--- config.mk ---
export PLATFORM = sky130hd
export DESIGN_NAME = fetch_stage
export DESIGN_NICKNAME = d
export VERILOG_FILES = /design/src/rtl/fetch_stage_pkg.sv /design/src/rtl/fetch_stage_if_id_reg.sv /design/src/rtl/fetch_stage.sv
export SDC_FILE = /design/constraint.sdc
export NUM_CORES = 1
export LEC_CHECK = 0
export CORE_UTILIZATION = 48
export DETAILED_ROUTE_END_ITERATION = 10
export PLACE_DENSITY = 0.84
export SYNTH_ARGS = -nofsm -noshare
export SYNTH_HDL_FRONTEND = slang
export SYNTH_HIERARCHICAL = 1
export SYNTH_SLANG_ARGS = --single-unit
export TNS_END_PERCENT = 5
--- constraint.sdc ---
create_clock -name clk -period 5.7 [get_ports clk]
set_input_delay 0.57 -clock clk [delete_from_list [all_inputs] [get_ports clk]]
set_output_delay 0.57 -clock clk [all_outputs]
set_load 0.05 [all_outputs]
--- src/rtl/fetch_stage_pkg.sv ---
// Shared definitions for the IF stage: FSM states, defaults, fetch range check.
// Imported by fetch_stage and if_id_reg.
package fetch_stage_pkg;

    typedef enum logic [1:0] {
        ST_BOOT = 2'd0,
        ST_RUN  = 2'd1,
        ST_HALT = 2'd2
    } fetch_state_e;

    localparam logic [31:0] DEFAULT_RESET_PC   = 32'h0000_0000;
    localparam logic [31:0] DEFAULT_IMEM_WORDS = 32'h0000_0200;
    localparam logic [31:0] DEFAULT_NOP_INSTR  = 32'h0000_0000;

    typedef struct packed {
        logic [31:0] instr;
        logic [31:0] pc_plus4;
    } if_id_t;

    // Limit is widened to 34 bits so a large window cannot overflow.
    function automatic logic pc_illegal(
        input logic [31:0] pc,
        input logic [31:0] words
    );
        logic [33:0] limit;
        limit = {words, 2'b00};
        return (pc[1:0] != 2'b00) ||
               ({2'b00, pc} >= limit);
    endfunction

endpackage

--- src/rtl/fetch_stage_if_id_reg.sv ---
// IF/ID pipeline register: clr loads a bubble, en loads data with valid=1,
// neither holds. Ports: clk, reset, en, clr, instr_nxt, pc_plus4_nxt -> instr, pc_plus4, valid.
module if_id_reg
    import fetch_stage_pkg::*;
#(
    parameter logic [31:0] NOP = DEFAULT_NOP_INSTR
) (
    input  logic        clk,
    input  logic        reset,
    input  logic        en,
    input  logic        clr,
    input  logic [31:0] instr_nxt,
    input  logic [31:0] pc_plus4_nxt,
    output logic [31:0] instr,
    output logic [31:0] pc_plus4,
    output logic        valid
);

    always_ff @(posedge clk) begin
        if (reset || clr) begin
            instr    <= NOP;
            pc_plus4 <= 32'h0;
            valid    <= 1'b0;
        end else if (en) begin
            instr    <= instr_nxt;
            pc_plus4 <= pc_plus4_nxt;
            valid    <= 1'b1;
        end
    end

endmodule

--- src/rtl/fetch_stage.sv ---
// IF stage: PC, next-PC mux, fetch range check, BOOT/RUN/HALT FSM, counters.
// Ports: imem_addr/imem_rdata to memory, stall/flush/redirect in, IF/ID + fault + counters out.
module fetch_stage
    import fetch_stage_pkg::*;
#(
    parameter logic [31:0] RESET_PC   = DEFAULT_RESET_PC,
    parameter logic [31:0] IMEM_WORDS = DEFAULT_IMEM_WORDS,
    parameter logic [31:0] NOP_INSTR  = DEFAULT_NOP_INSTR
) (
    input  logic        clk,
    input  logic        reset,
    output logic [31:0] imem_addr,
    input  logic [31:0] imem_rdata,
    input  logic        stall_f,
    input  logic        stall_d,
    input  logic        flush_d,
    input  logic        branch_d,
    input  logic [31:0] branch_tgt_d,
    input  logic        jump_d,
    input  logic [31:0] jump_tgt_d,
    output logic [31:0] pc_f,
    output logic [31:0] instr_d,
    output logic [31:0] pc_plus4_d,
    output logic        valid_d,
    output logic        fault,
    output logic [31:0] fault_pc,
    output logic [31:0] fetch_cnt,
    output logic [31:0] stall_cnt
);

    fetch_state_e state;

    logic        in_run;
    logic        pc_bad;
    logic        fault_edge;
    logic        active;
    logic        ifid_en;
    logic        ifid_clr;
    logic [31:0] pc_plus4;
    logic [31:0] pc_next;
    if_id_t      ifid_nxt;

    assign imem_addr = pc_f;
    assign pc_plus4  = pc_f + 32'd4;

    assign in_run     = (state == ST_RUN);
    assign pc_bad     = pc_illegal(pc_f, IMEM_WORDS);
    // A stalled illegal PC is never fetched, so it cannot fault yet.
    assign fault_edge = in_run && !stall_f && pc_bad;
    assign active     = in_run && !fault_edge;

    // stall_d holds (no en, no clr) and therefore wins over flush_d.
    assign ifid_clr = !active ||
                      (!stall_d && (flush_d || stall_f));
    assign ifid_en  = active && !stall_d &&
                      !flush_d && !stall_f;

    assign ifid_nxt.instr    = imem_rdata;
    assign ifid_nxt.pc_plus4 = pc_plus4;

    always_comb begin
        pc_next = pc_plus4;
        priority case (1'b1)
            stall_f:  pc_next = pc_f;
            jump_d:   pc_next = jump_tgt_d;
            branch_d: pc_next = branch_tgt_d;
            default:  pc_next = pc_plus4;
        endcase
    end

    always_ff @(posedge clk) begin
        if (reset) begin
            pc_f <= RESET_PC;
        end else if (active) begin
            pc_f <= pc_next;
        end
    end

    always_ff @(posedge clk) begin
        if (reset) begin
            state    <= ST_BOOT;
            fault    <= 1'b0;
            fault_pc <= 32'h0;
        end else begin
            unique case (state)
                ST_BOOT: state <= ST_RUN;
                ST_RUN: begin
                    if (fault_edge) begin
                        state    <= ST_HALT;
                        fault    <= 1'b1;
                        fault_pc <= pc_f;
                    end
                end
                ST_HALT: state <= ST_HALT;
                default: state <= ST_HALT;
            endcase
        end
    end

    always_ff @(posedge clk) begin
        if (reset) begin
            fetch_cnt <= 32'h0;
            stall_cnt <= 32'h0;
        end else begin
            if (ifid_en)
                fetch_cnt <= fetch_cnt + 32'd1;
            if (in_run && stall_f)
                stall_cnt <= stall_cnt + 32'd1;
        end
    end

    if_id_reg #(
        .NOP (NOP_INSTR)
    ) u_if_id (
        .clk          (clk),
        .reset        (reset),
        .en           (ifid_en),
        .clr          (ifid_clr),
        .instr_nxt    (ifid_nxt.instr),
        .pc_plus4_nxt (ifid_nxt.pc_plus4),
        .instr        (instr_d),
        .pc_plus4     (pc_plus4_d),
        .valid        (valid_d)
    );

endmodule

# Word level (Yosys, flattened, before mapping)
# Index checks and enable logic that the tools add are counted.
[totals]
register_bits = 196
inputBits = 103
out_inout_bits = 226
word_cells = 41
[op_classes]
n_addsub = 3
n_lt_le_gt_ge = 1
n_eq_ne = 2
mux = 4
bitwise = 1
n_reduce_logical = 21
[ops]
columns = ["op", "count"]
rows = [
  ["adder 32 x 1 -> 32 bit (second input constant)", 2],
  ["two-way mux 32 bit", 2],
  ["adder 32 x 3 -> 32 bit (second input constant)", 1],
  ["greater-or-equal comparator 32 x 12 -> 1 bit (second input constant)", 1],
  ["logical AND 1 bit", 8],
  ["logical NOT 1 bit", 5],
  ["logical OR 1 bit", 4],
  ["one-hot mux 2 bit (2 select lines)", 1],
  ["AND reduction 2 bit", 2],
  ["equality test 2 x 1 -> 1 bit (second input constant)", 1],
  ["logical NOT 2 bit", 1],
  ["two-way mux 2 bit", 1],
  ["!= test 2 x 1 -> 1 bit (second input constant)", 1],
  ["nonzero test 2 bit", 1],
  ["inverter 1 bit", 1],
]

# Longest topological paths before layout
# Gate-level depths: netlist (run 1).
[logic_depth]
word_depth = 8
depth_mapped = 11

# By module
# Netlist (run 1), hierarchy kept.
[modules_own_cells]
columns = ["mod", "instances", "cells_per_inst", "area_per_inst_um2"]
rows = [
  ["fetch_stage", 1, 813, 6480.0],
  ["if_id_reg", 1, 210, 2339.7],
]

# Worst setup path after synthesis (run 1)
# Ideal clock, no wire load.
[synth_timing]
kind = "flip-flop to flip-flop"
startpoint = "register pc_f[16] (netlist: imem_addr[16])"
endpoint = "register u_if_id.pc_plus4[0]"
setup_ns = 0.128
t_arrival_ns = 2.471
slack_ns = 3.101
stages_incl_launch_ff = 11
path_buffers = 4
synth_period_minus_slack_ns = 2.599
cell_sequence = "dfxtp_1 > clkbuf_1 > nor4_4 > nand4_2 > clkbuf_1 > clkbuf_1 > nor2_1 > o221ai_1 > or2_1 > clkbuf_1 > nor2_1"
[synth_via]
elab_chain_cells = 8
word_cells_on_any_way = 11
classes_between = "order compare (1); reduce/logical (10)"
[synth_rtl]
columns = ["element", "line_no", "text"]
rows = [
  ["start: declaration", "fetch_stage.sv:21", "output logic [31:0] pc_f,"],
  ["start signal: assignment", "fetch_stage.sv:75", "pc_f <= pc_next;"],
  ["greater-or-equal comparator 32 x 12 -> 1 bit", "fetch_stage_pkg.sv:28", "({2'b00, pc} >= limit);"],
  ["logical OR 1 bit", "fetch_stage_pkg.sv:27", "return (pc[1:0] != 2'b00) ||"],
  ["logical AND 1 bit", "fetch_stage.sv:49", "assign fault_edge = in_run && !stall_f && pc_bad;"],
  ["logical NOT 1 bit", "fetch_stage.sv:50", "assign active = in_run && !fault_edge;"],
  ["logical AND 1 bit", "fetch_stage.sv:50", ""],
  ["logical NOT 1 bit", "fetch_stage.sv:53", "assign ifid_clr = !active ||"],
  ["logical OR 1 bit", "fetch_stage.sv:53", ""],
  ["named net ifid_clr", "fetch_stage.sv:38", "logic ifid_clr;"],
  ["logical OR 1 bit", "fetch_stage_if_id_reg.sv:20", "if (reset || clr) begin"],
  ["end signal: assignment", "fetch_stage_if_id_reg.sv:26", "pc_plus4 <= pc_plus4_nxt;"],
  ["end: declaration", "fetch_stage_if_id_reg.sv:15", "output logic [31:0] pc_plus4,"],
]
# The timed path passes the listed nets, and every way through them passes these cells.
# A chain may end at the register's enable or synchronous reset.

# Final worst setup path (run 1)
[layout_timing]
startpoint = "register pc_f[20] (netlist: imem_addr[20])"
endpoint = "register u_if_id.instr[30]"
[layout_via]
elab_chain_cells = 8
word_cells_on_any_way = 11
classes_between = "order compare (1); reduce/logical (10)"
[layout_rtl]
columns = ["element", "line_no", "text"]
rows = [
  ["greater-or-equal comparator 32 x 12 -> 1 bit", "fetch_stage_pkg.sv:28", ""],
  ["logical OR 1 bit", "fetch_stage_pkg.sv:27", ""],
  ["logical AND 1 bit", "fetch_stage.sv:49", ""],
  ["logical NOT 1 bit", "fetch_stage.sv:50", ""],
  ["logical AND 1 bit", "fetch_stage.sv:50", ""],
  ["logical AND 1 bit (2 in series)", "fetch_stage.sv:55", "assign ifid_en = active && !stall_d &&"],
  ["logical AND 1 bit", "fetch_stage.sv:56", "!flush_d && !stall_f;"],
  ["named net ifid_en", "fetch_stage.sv:37", "logic ifid_en;"],
  ["end signal: assignment", "fetch_stage_if_id_reg.sv:25", "instr <= instr_nxt;"],
  ["end: declaration", "fetch_stage_if_id_reg.sv:14", "output logic [31:0] instr,"],
]
# The timed path passes the listed nets, and every way through them passes these cells.

==> results of run 1 <==
==> routing by layer <==
layer	up-vias	global-route usage	routed length, um
met4	0	0.07814	385
met3	28	0.06659	2099
li1	3980	-	-
met5	-	0	0
met2	296	0.4846	13110
met1	3869	0.3323	10810
==> logic make-up after synthesis <==
kind of cell / after synthesis
multiplexers: 71
buffers and inverters: 109
AND/OR/NAND/NOR: 433
AO/OA/AOI/OAI: 142
XOR/XNOR: 68
flip-flops: 196
adder cells (fa/ha/maj): 4
==> Yosys cell counts (2+ instances only) <==
library cell and number:
nor4_2 3, inv_1 12, nor2b_1 7, and4_1 7
or2_2 2, buf_4 34, buf_2 5, or3_1 17
dfxtp_1 196, nor2_1 166, a21oi_1 80, buf_6 13
o31ai_1 2, ha_1 4, xnor2_1 38, nand2b_1 4
nor3_1 10, nor4_4 2, o21ai_0 22, o211ai_1 3
and2_1 2, nand4_1 21, nand4_2 2, a211oi_1 2
nand3_1 37, and3_1 15, nand2_1 113, mux2_2 5
a311oi_1 5, a22o_1 21, or4_1 3, nor4_1 18
clkbuf_1 43, xor2_1 30, mux2i_1 66
==> where the power goes <==
| part | total, uW | leakage, uW | switching (uW) | internal, uW |
|---|---|---|---|---|
| Clock | 1190 | 0.000287 | 589 | 600 |
| Sequential | 1660 | 0.00158 | 201 | 1460 |
| Combinational | 1740 | 0.00228 | 1200 | 543 |
==> stage by stage <==
step / total power [uW] / hold WS, ns / std cells
3_3_place_gp: 3412 / 0.4403 / 1489
2_1_floorplan: 2927 / 0.4844 / 1023
6_report: 4591 / 0.4553 / 1521
4_1_cts: 4612 / 0.4570 / 1521
5_1_grt: 4794 / 0.4701 / 1521
3_5_place_dp: 3427 / 0.4466 / 1489
==> flip-flops by register name, summed over array words and instances (netlist names) <==
register          cells
fault                 1
fault_pc             32
fetch_cnt            32
imem_addr            32
stall_cnt            32
state                 2
u_if_id/instr        32
u_if_id/pc_plus4     32
u_if_id/valid         1
==> tightest hold or removal path, cell delays in order, from the launching register on <==
cell and delay, ns:
dfxtp_1 0.31, nand2_1 0.05, a21oi_1 0.05
==> worst min-delay path by stage <==
| stage | start | endpoint | slack [ns] | depth (start not counted) |
|---|---|---|---|---|
| after floorplan | state[1] | state[0] | 0.48 | 1 |
| after global placement | fault_pc[10] | fault_pc[10] | 0.44 | 2 |
| after detailed placement | fault_pc[27] | fault_pc[27] | 0.45 | 2 |
| after CTS | fault_pc[27] | fault_pc[27] | 0.46 | 2 |
| after global routing | fault_pc[20] | fault_pc[20] | 0.47 | 2 |
| final | fault_pc[20] | fault_pc[20] | 0.46 | 2 |
==> cells in the final DEF (no fill, tap or decap), types with 4 or more instances in the layout <==
| master | instances |
|---|---|
| clkdlybuf4s50_1 | 327 |
| dfxtp_1 | 196 |
| nor2_1 | 165 |
| nand2_1 | 113 |
| a21oi_1 | 80 |
| mux2i_1 | 66 |
| xnor2_1 | 38 |
| nand3_1 | 37 |
| xor2_1 | 30 |
| o21ai_0 | 22 |
| nand4_1 | 21 |
| a22o_1 | 21 |
| nor4_1 | 18 |
| or3_1 | 17 |
| clkbuf_16 | 17 |
| and3_1 | 15 |
| inv_1 | 11 |
| nor3_1 | 10 |
| and4_1 | 7 |
| buf_4 | 7 |
| nor2b_1 | 6 |
| mux2_2 | 5 |
| a311oi_1 | 5 |
| inv_6 | 5 |
| nand2b_1 | 4 |
| ha_1 | 4 |
==> final cells by class <==
| type | count | area, um2 | share of cell area |
|---|---|---|---|
| multi-input combinational | 718 | 4275 | 0.3435 |
| sequential | 196 | 3924 | 0.3152 |
| timing repair buffer | 334 | 3326 | 0.2672 |
| clock buffer | 18 | 439.2 | 0.03528 |
| tap | 229 | 286.5 | 0.02302 |
| clock inverter | 14 | 151.4 | 0.01216 |
| inverter | 12 | 46.29 | 0.003719 |
==> results by group, run 1 <==
Worst setup path
  – Setup crit start: imem_addr[20]
  – Setup crit start kind: register
  – Crit path largest cell delay: 0.65 ns
  – Slowest cell on crit path: nand4_2
  – Critical Path Stages: 7
  – Setup crit end: u_if_id/instr[30]
  – Flop-to-flop setup slack: 2.14 ns
  – CP delay by family, top: simple AND/OR/NAND/NOR gates
  – Reg2reg path depth: 7
  – R2R Path End: u_if_id/instr[30]
  – Crit path required time: 5.99 ns
  – WS Path Type: reg -> reg
  – Max FO, Critical Path: 33
  – Setup crit end kind: register
  – Cell chain of the critical path: nor4_2 -> nand4_2 -> or2_2 -> clkinv_2 -> buf_4 -> mux2i_1 -> nor2_1
  – WP data arrival: 3.84 ns
  – Worst r2r src: imem_addr[20]
  – CP Buf/Inv Count: 2

Final layout
  – Layout cells sized above 1: 0.04644
  – Post-layout util: 0.6930
  – Area growth syn-to-layout: 41.14%
  – Final instance area: 12,450 um2
  – Diodes inserted: 0
  – Final #Nets: 1,386
  – Filler cells: 1,462

Route
  – DR iter-0 viols: 464
  – Routed Antenna Nets: 0
  – First-pass DRT Iterations: 5
  – DR vias: 8,173
  – # DRC: 0
  – WL final: 26,410 um
  – Vias per cell: 5.373
  – WL/cell: 17.36 um

Clock network
  – CTS tree: built
  – Worst-path clk slew: 0.08 ns
  – Clk root buf: clkbuf_16
  – Post-CTS setup buffer count: 0
  – # resized after CTS: 0
  – H-tree Lvls: 4
  – Clock Latency Late Sink: 0.43 ns
  – Max clock buf depth: 2
  – Hold Buf Count CTS: 0
  – Total CTS buffers: 17
  – Clk sinks: 196

Place
  – I/O Buffers: 328
  – Placer Congestion: 0.7959
  – Pre-CTS setup slack: 1.800 ns
  – DP HPWL: 18,810 um
  – Area after DPL: 11,860 um2

Yosys
  – Post-synth top area share: 0.4449
  – Synth Area in Compound Gates: 0.09604
  – Seq cells post-synth: 196
  – Syn. warnings: 6
  – Synth Area in Adders: 0.005675
  – Synth cell types: 48
  – Most area-consuming cells after synthesis: dfxtp_1 44%, mux2i_1 7.5%, nor2_1 7.1%, nand2_1 4.8%, a21oi_1 4.5%
  – Cell type with the highest aggregate area in the netlist: dfxtp_1
  – Sequential fraction of the synthesis area: 0.4449
  – Mux cell area share after synthesis: 0.08129
  – Simple-Gate Fraction of Synth Area: 0.2318
  – Post-synthesis xor/xnor area fraction: 0.06753
  – Synth Instances: 1,023
  – Top FF cell, synth: dfxtp_1
  – EDFF count, synth: 0
  – Main combinational cell family by area after synthesis: simple AND/OR/NAND/NOR gates
  – Mapped Area: 8820 um2
  – Async SR Flop Fraction: 0
  – Synth Area per Inst: 8.621 um2
  – Syn Nets: 1,130

Power and ir drop
  – PD cells: 368.8 nW/um2
  – Static Leak: 0.004146 uW
  – Max VDD drop: 0.3921 mV

GRT
  – Largest net degree at the start of global routing: 97
  – Total global routing track utilization: 0.2760
  – Vias in the first global route: 7,593
  – Total gr overflow: 0
  – Initial antenna violation count: 0
  – First-pass GRT wire length: 40,010 um

Timing
  – Worst-Margin Slew: 1.102 ns
  – Unrepaired setup endpoints after global routing: false
  – Max-slew headroom: 0.2618
  – Fmax: 0.2813 GHz
  – Final Skew: 0.01585 ns
  – Setup TNS: 0 ns
  – Slew Limit Fails: 0
  – Hold Vio Cnt, Final: 0
  – Final setup vio count: 0
  – Tcrit/Tclk final: 0.6237
  – Final worst path period need: 3.555 ns
  – Final setup margin: 2.145 ns

Floorplanning
  – Die width: 137.6 um
  – Die height: 137.6 um
  – IO Pins: 329
  – Initial Utilization: 0.4910
  – Die area: 18,920 um2
  – Site Rows: 49
  – Core area: 17,960 um2

Outcome
  – Status: completed

Run
  – Max Cap Viol: 0

Hold path
  – Hold Path Class: reg -> reg
Power figures use the tool's default switching activity.
==> run 2: changes to the inputs <==
--- a/config.mk
+++ b/config.mk
@@ -5,9 +5,9 @@
 export SDC_FILE = /design/constraint.sdc
 export NUM_CORES = 1
 export LEC_CHECK = 0
-export CORE_UTILIZATION = 48
+export CORE_UTILIZATION = 45
 export DETAILED_ROUTE_END_ITERATION = 10
-export PLACE_DENSITY = 0.84
+export PLACE_DENSITY = 0.79
 export SYNTH_ARGS = -nofsm -noshare
 export SYNTH_HDL_FRONTEND = slang
 export SYNTH_HIERARCHICAL = 1
==> constraint.sdc (replaced) <==
create_clock -name clk -period 3.4 [get_ports clk]
set_input_delay 0.34 -clock clk [delete_from_list [all_inputs] [get_ports clk]]
set_output_delay 0.34 -clock clk [all_outputs]
set_load 0.05 [all_outputs]
==> results by group, run 2 (synthesis results as in run 1) <==
Route
  – # DRC: 0 (unchanged)
  – WL final: 26,640 um (+0.88%)
  – DR iter-0 viols: 534 (+15%)
  – Vias per cell: 5.305 (-1.3%)
  – First-pass DRT Iterations: 5 (unchanged)
  – DR vias: 8,324 (+1.8%)
  – WL/cell: 16.98 um (-2.2%)
  – Routed Antenna Nets: 0 (unchanged)

Hold path
  – Hold Path Class: reg -> reg

Timing
  – Fmax: 0.3778 GHz (+34%)
  – Setup TNS: 0 ns (unchanged)
  – Tcrit/Tclk final: 0.7785 (+0.1548)
  – Hold Vio Cnt, Final: 0 (unchanged)
  – Final setup vio count: 0 (unchanged)
  – Final Skew: 0.01043 ns (-0.005416 ns)
  – Slew Limit Fails: 0 (unchanged)
  – Unrepaired setup endpoints after global routing: false
  – Worst-Margin Slew: 1.041 ns (-0.06151 ns)
  – Final setup margin: 0.7531 ns (-1.392 ns)
  – Max-slew headroom: 0.3030 (+0.04120)
  – Final worst path period need: 2.647 ns (-0.9083 ns)

Clock network
  – Hold Buf Count CTS: 0 (unchanged)
  – Clock Latency Late Sink: 0.43 ns (about the same)
  – Clk sinks: 196 (unchanged)
  – H-tree Lvls: 4 (unchanged)
  – Max clock buf depth: 2 (unchanged)
  – CTS tree: built
  – Post-CTS setup buffer count: 0 (unchanged)
  – Total CTS buffers: 17 (unchanged)
  – Worst-path clk slew: 0.07 ns (about the same)
  – # resized after CTS: 0 (unchanged)
  – Clk root buf: clkbuf_16

GRT
  – Vias in the first global route: 7,927 (+4.4%)
  – Initial antenna violation count: 1 (+1)
  – First-pass GRT wire length: 41,190 um (+2.9%)
  – Largest net degree at the start of global routing: 136 (+40%)
  – Total gr overflow: 0 (unchanged)
  – Total global routing track utilization: 0.2622 (-0.01374)

Final layout
  – Non-Filler Instances: 1,569 (+3.2%)
  – Final instance area: 12,650 um2 (+1.6%)
  – Most frequent cells in the layout: 327 x clkdlybuf4s50_1, 196 x dfxtp_1, 165 x nor2_1
  – Final #Nets: 1,403 (+1.2%)
  – Most common cell after layout, fill and taps aside: clkdlybuf4s50_1
  – Area growth syn-to-layout: 43.44%
  – Layout cells sized above 1: 0.05810 (+0.01166)

Place
  – I/O Buffers: 328 (unchanged)
  – Post-Place Cells: 1,537 (+3.2%)
  – Area after DPL: 12,050 um2 (+1.6%)
  – Pre-CTS setup slack: 0.4571 ns (-1.343 ns)
  – Placer Congestion: 0.8742 (+9.8%)
  – DP HPWL: 18,920 um (+0.58%)

Worst setup path
  – CP delay by family, top: simple AND/OR/NAND/NOR gates
  – Setup crit end kind: register
  – WS Path Type: reg -> reg
  – Setup crit start kind: register
  – CP Buf/Inv Count: 0 (-2)
  – Crit path required time: 3.76 ns (-2.23 ns)
  – WP data arrival: 3.01 ns (-0.83 ns)
  – Crit path largest cell delay: 0.68 ns (+0.03 ns)
  – Max FO, Critical Path: 10 (-70%)
  – Worst path most repeated cell: or4_1
  – Cell chain of the critical path: nor4_2 -> nand3_1 -> or4_1 -> or4_1 -> a21oi_1
  – Slowest cell on crit path: or4_1

Outcome
  – Status: completed

Run
  – Max Cap Viol: 0 (unchanged)

Floorplanning
  – Site Rows: 50 (+2.0%)
  – IO Pins: 329 (unchanged)
  – Die height: 142.0 um (+3.2%)
  – Initial Utilization: 0.4653 (-0.02570)
  – Die width: 142.0 um (+3.2%)
  – Die area: 20,160 um2 (+6.6%)
  – Core area: 18,960 um2 (+5.5%)

Power and ir drop
  – Total power draw: 7882 uW (+72%)
  – PD cells: 623.0 nW/um2 (+69%)
  – Max VDD drop: 0.5657 mV (+44%)
  – Static Leak: 0.004242 uW (+2.3%)
## run 2: cell count changes in the layout (fill, tap and decap cells not counted)
cell and change:
buf_4 +15, inv_6 -4, clkinv_4 +3, clkinv_8 -3, buf_12 +2, bufinv_16 +2
clkbuf_8 -1, clkinv_2 -1, clkinvlp_4 +1, diode_2 +1, inv_4 +1, inv_8 +1
## run 2: area by class of cell
cell class                 instances  area, um2
fill                            1564       6305
multi-input combinational        718       4275
sequential                       196       3924
timing repair buffer             351       3478
clock buffer                      17      425.4
tap                              260      325.3
clock inverter                    14      172.7
inverter                          12      47.55
antenna                            1      2.502
## run 2: path summary, 6_finish.rpt
path,startpoint,endpoint,slack (ns),cells after the start
hold / removal,fault_pc[18],fault_pc[18],0.46,2
setup / recovery,imem_addr[23],fetch_cnt[31],0.75,5
setup reg to reg,imem_addr[23],fetch_cnt[31],0.75,5
hold reg to reg,fault_pc[18],fault_pc[18],0.46,2
## run 2: metrics by stage
step / utilization / hold WS (ns)
floorplan: - / 0.4844
global placement: 0.6357 / 0.4418
detailed placement: 0.6357 / 0.4472
CTS: 0.6673 / 0.4572
global route: 0.6674 / 0.4674
finish: 0.6674 / 0.4563
## run 2: metal layers
metal,track usage,vias to the layer above,part of all wire
met1,0.3120,3919,0.41
met5,0,-,0
met3,0.06393,48,0.076
met2,0.4536,337,0.48
met4,0.1024,0,0.026
li1,-,4020,-
## run 2: report_power, final
group,leakage [uW],internal [uW],total (uW),switching (uW)
registers,0.00158,2450,2710,260
clock network,0.000287,1110,2060,953
logic,0.00237,1000,3110,2110
total,0.00424,4560,7880,3320
## run 2: worst register-to-register path: stages, from the launching register on
cell	delay (ns)
dfxtp_1	0.43
nor4_2	0.59
nand3_1	0.29
or4_1	0.68
or4_1	0.45
a21oi_1	0.14
==> run 3: changes to the inputs <==
==> constraint.sdc (replaced) <==
create_clock -name clk -period 2.75 [get_ports clk]
set_input_delay 0.275 -clock clk [delete_from_list [all_inputs] [get_ports clk]]
set_output_delay 0.275 -clock clk [all_outputs]
set_load 0.05 [all_outputs]
==> results by group, run 3 (synthesis results as in run 1) <==
Route
  – WL/cell: 16.78 um (-1.2%)
  – Routed Antenna Nets: 0 (unchanged)
  – First-pass DRT Iterations: 5 (unchanged)
  – # DRC: 0 (unchanged)
  – Vias per cell: 5.223 (-1.5%)
  – WL final: 26,920 um (+1.0%)
  – DR iter-0 viols: 434 (-19%)
  – DR vias: 8,378 (+0.65%)

Timing
  – Worst-Margin Slew: 0.6288 ns (-0.4120 ns)
  – Final setup vio count: 0 (unchanged)
  – Max-slew headroom: 0.5808 (+0.2778)
  – Tcrit/Tclk final: 0.8631 (+0.08459)
  – Fmax: 0.4213 GHz (+12%)
  – Slew Limit Fails: 0 (unchanged)
  – Final worst path period need: 2.374 ns (-0.2734 ns)
  – Setup TNS: 0 ns (unchanged)
  – Hold Vio Cnt, Final: 0 (unchanged)
  – Final Skew: 0.01204 ns (+0.001611 ns)
  – Unrepaired setup endpoints after global routing: false

Place
  – DP HPWL: 19,530 um (+3.2%)
  – I/O Buffers: 328 (unchanged)
  – Placer Congestion: 0.8577 (-1.9%)
  – Post-Place Cells: 1,572 (+2.3%)

Outcome
  – Status: completed

Final layout
  – Non-Filler Instances: 1,604 (+2.2%)
  – Diodes inserted: 0 (-1)
  – Most frequent cells in the layout: 327 x clkdlybuf4s50_1, 196 x dfxtp_1, 165 x nor2_1
  – Final #Nets: 1,438 (+2.5%)
  – Register area: 3924 um2 (unchanged)
  – Layout cells sized above 1: 0.08259 (+0.02449)
  – Area growth syn-to-layout: 46.43%
  – Area of the multi-input gates: 4275 um2 (unchanged)
  – Most common cell after layout, fill and taps aside: clkdlybuf4s50_1
  – Filler cells: 1,545 (-1.2%)

Worst setup path
  – Worst r2r src: imem_addr[12]
  – Max FO, Critical Path: 46 (+36)
  – Flop-to-flop setup slack: 0.38 ns (-0.38 ns)
  – WS Path Type: reg -> reg
  – WP data arrival: 2.74 ns (-0.27 ns)
  – Reg2reg path depth: 8 (+3)
  – Setup crit start kind: register
  – Crit path required time: 3.11 ns (-0.65 ns)
  – Setup crit end kind: register
  – R2R Path End: u_if_id/pc_plus4[23]

Clock network
  – Clk sinks: 196 (unchanged)
  – Max clock buf depth: 2 (unchanged)
  – Clk root buf: clkbuf_16
  – Hold Buf Count CTS: 0 (unchanged)
  – # resized after CTS: 0 (unchanged)
  – Post-CTS setup buffer count: 0 (unchanged)
  – H-tree Lvls: 4 (unchanged)
  – Total CTS buffers: 17 (unchanged)
  – Worst-path clk slew: 0.08 ns (about the same)
  – Clock Latency Late Sink: 0.43 ns (about the same)
  – CTS tree: built

GRT
  – Initial antenna violation count: 0 (-1)
  – Total gr overflow: 0 (unchanged)
  – Largest net degree at the start of global routing: 136 (unchanged)
  – First-pass GRT wire length: 41,830 um (+1.6%)
  – Total global routing track utilization: 0.2659 (+0.003616)
  – Vias in the first global route: 8,072 (+1.8%)

Floorplanning
  – Core area: 18,960 um2 (unchanged)
  – Initial Utilization: 0.4653 (unchanged)
  – Site Rows: 50 (unchanged)
  – Die area: 20,160 um2 (unchanged)
  – Die width: 142.0 um (unchanged)
  – Die height: 142.0 um (unchanged)
  – IO Pins: 329 (unchanged)

Power and ir drop
  – PD cells: 759.6 nW/um2 (+22%)
  – Total power draw: 9810 uW (+24%)
  – Max VDD drop: 0.8065 mV (+43%)
  – Static Leak: 0.004415 uW (+4.1%)

Hold path
  – Hold Path Class: in -> reg
  – Worst Hold Launch: reset
  – Worst Hold Depth: 3 (+1)
  – Hold Path Sink: stall_cnt[22]

Run
  – Max Cap Viol: 0 (unchanged)
[run 3: cell types whose count changed in the layout (fill, tap and decap cells not counted)]
cell        previous run  this run
buf_4                 22        55
buf_12                 2         4
clkinv_4               5         3
clkinvlp_4             2         4
inv_8                  4         2
bufinv_16              2         1
clkbuf_1               0         1
clkinv_2               0         1
clkinv_8               0         1
diode_2                1         0
inv_6                  1         2
[run 3: critical path: stages (launching register included)]
cell and delay (ns):
dfxtp_1 0.32, nor3_1 0.38, nand4_2 0.24, buf_4 0.29, nor2_1 0.15, o221ai_1 0.12, or2_2 0.32, buf_4 0.28
nor2_1 0.18
[run 3: layer usage]
metal / up-vias / GRT usage / share of wire
met5: - / 0 / 0
met2: 314 / 0.4549 / 0.48
met3: 49 / 0.06359 / 0.067
li1: 4085 / - / -
met4: 0 / 0.1041 / 0.027
met1: 3930 / 0.3210 / 0.43
[run 3: layout make-up]
cell class              instances  area share
flip-flops and latches        196      0.3038
well taps                     260     0.02519
clock buffers                  18     0.03323
repair buffers                386      0.2916
inverters                      12    0.003681
multi-input cells             718      0.3310
clock inverters                14     0.01143
[run 3: metrics by stage]
step                setup slack, ns  hold WS [ns]    util  instance area [um2]
floorplan                    0.1515        0.4222       -                 8820
global placement             0.3592        0.4416  0.6509                12340
detailed placement           0.2028        0.4457  0.6509                12340
CTS                          0.3466        0.4127  0.6813                12910
global route                 0.2104        0.4307  0.6813                12910
finish                       0.3765        0.4147  0.6813                12910
[run 3: worst max path at each step]
| stage | end | cells after the start | from |
|---|---|---|---|
| final | u_if_id/pc_plus4[23] | 8 | imem_addr[12] |
| after floorplan | u_if_id/pc_plus4[0] | 10 | imem_addr[16] |
| after CTS | u_if_id/pc_plus4[17] | 7 | imem_addr[25] |
| after global placement | u_if_id/pc_plus4[11] | 8 | stall_f |
| after detailed placement | u_if_id/pc_plus4[23] | 8 | stall_f |
| after global routing | u_if_id/instr[24] | 8 | imem_addr[12] |
[run 3: report_power, final]
| group | internal (uW) | total (uW) | switching, uW |
|---|---|---|---|
| sequential | 3030 | 3200 | 168 |
| clock | 1280 | 2450 | 1170 |
| combinational | 1380 | 4170 | 2790 |
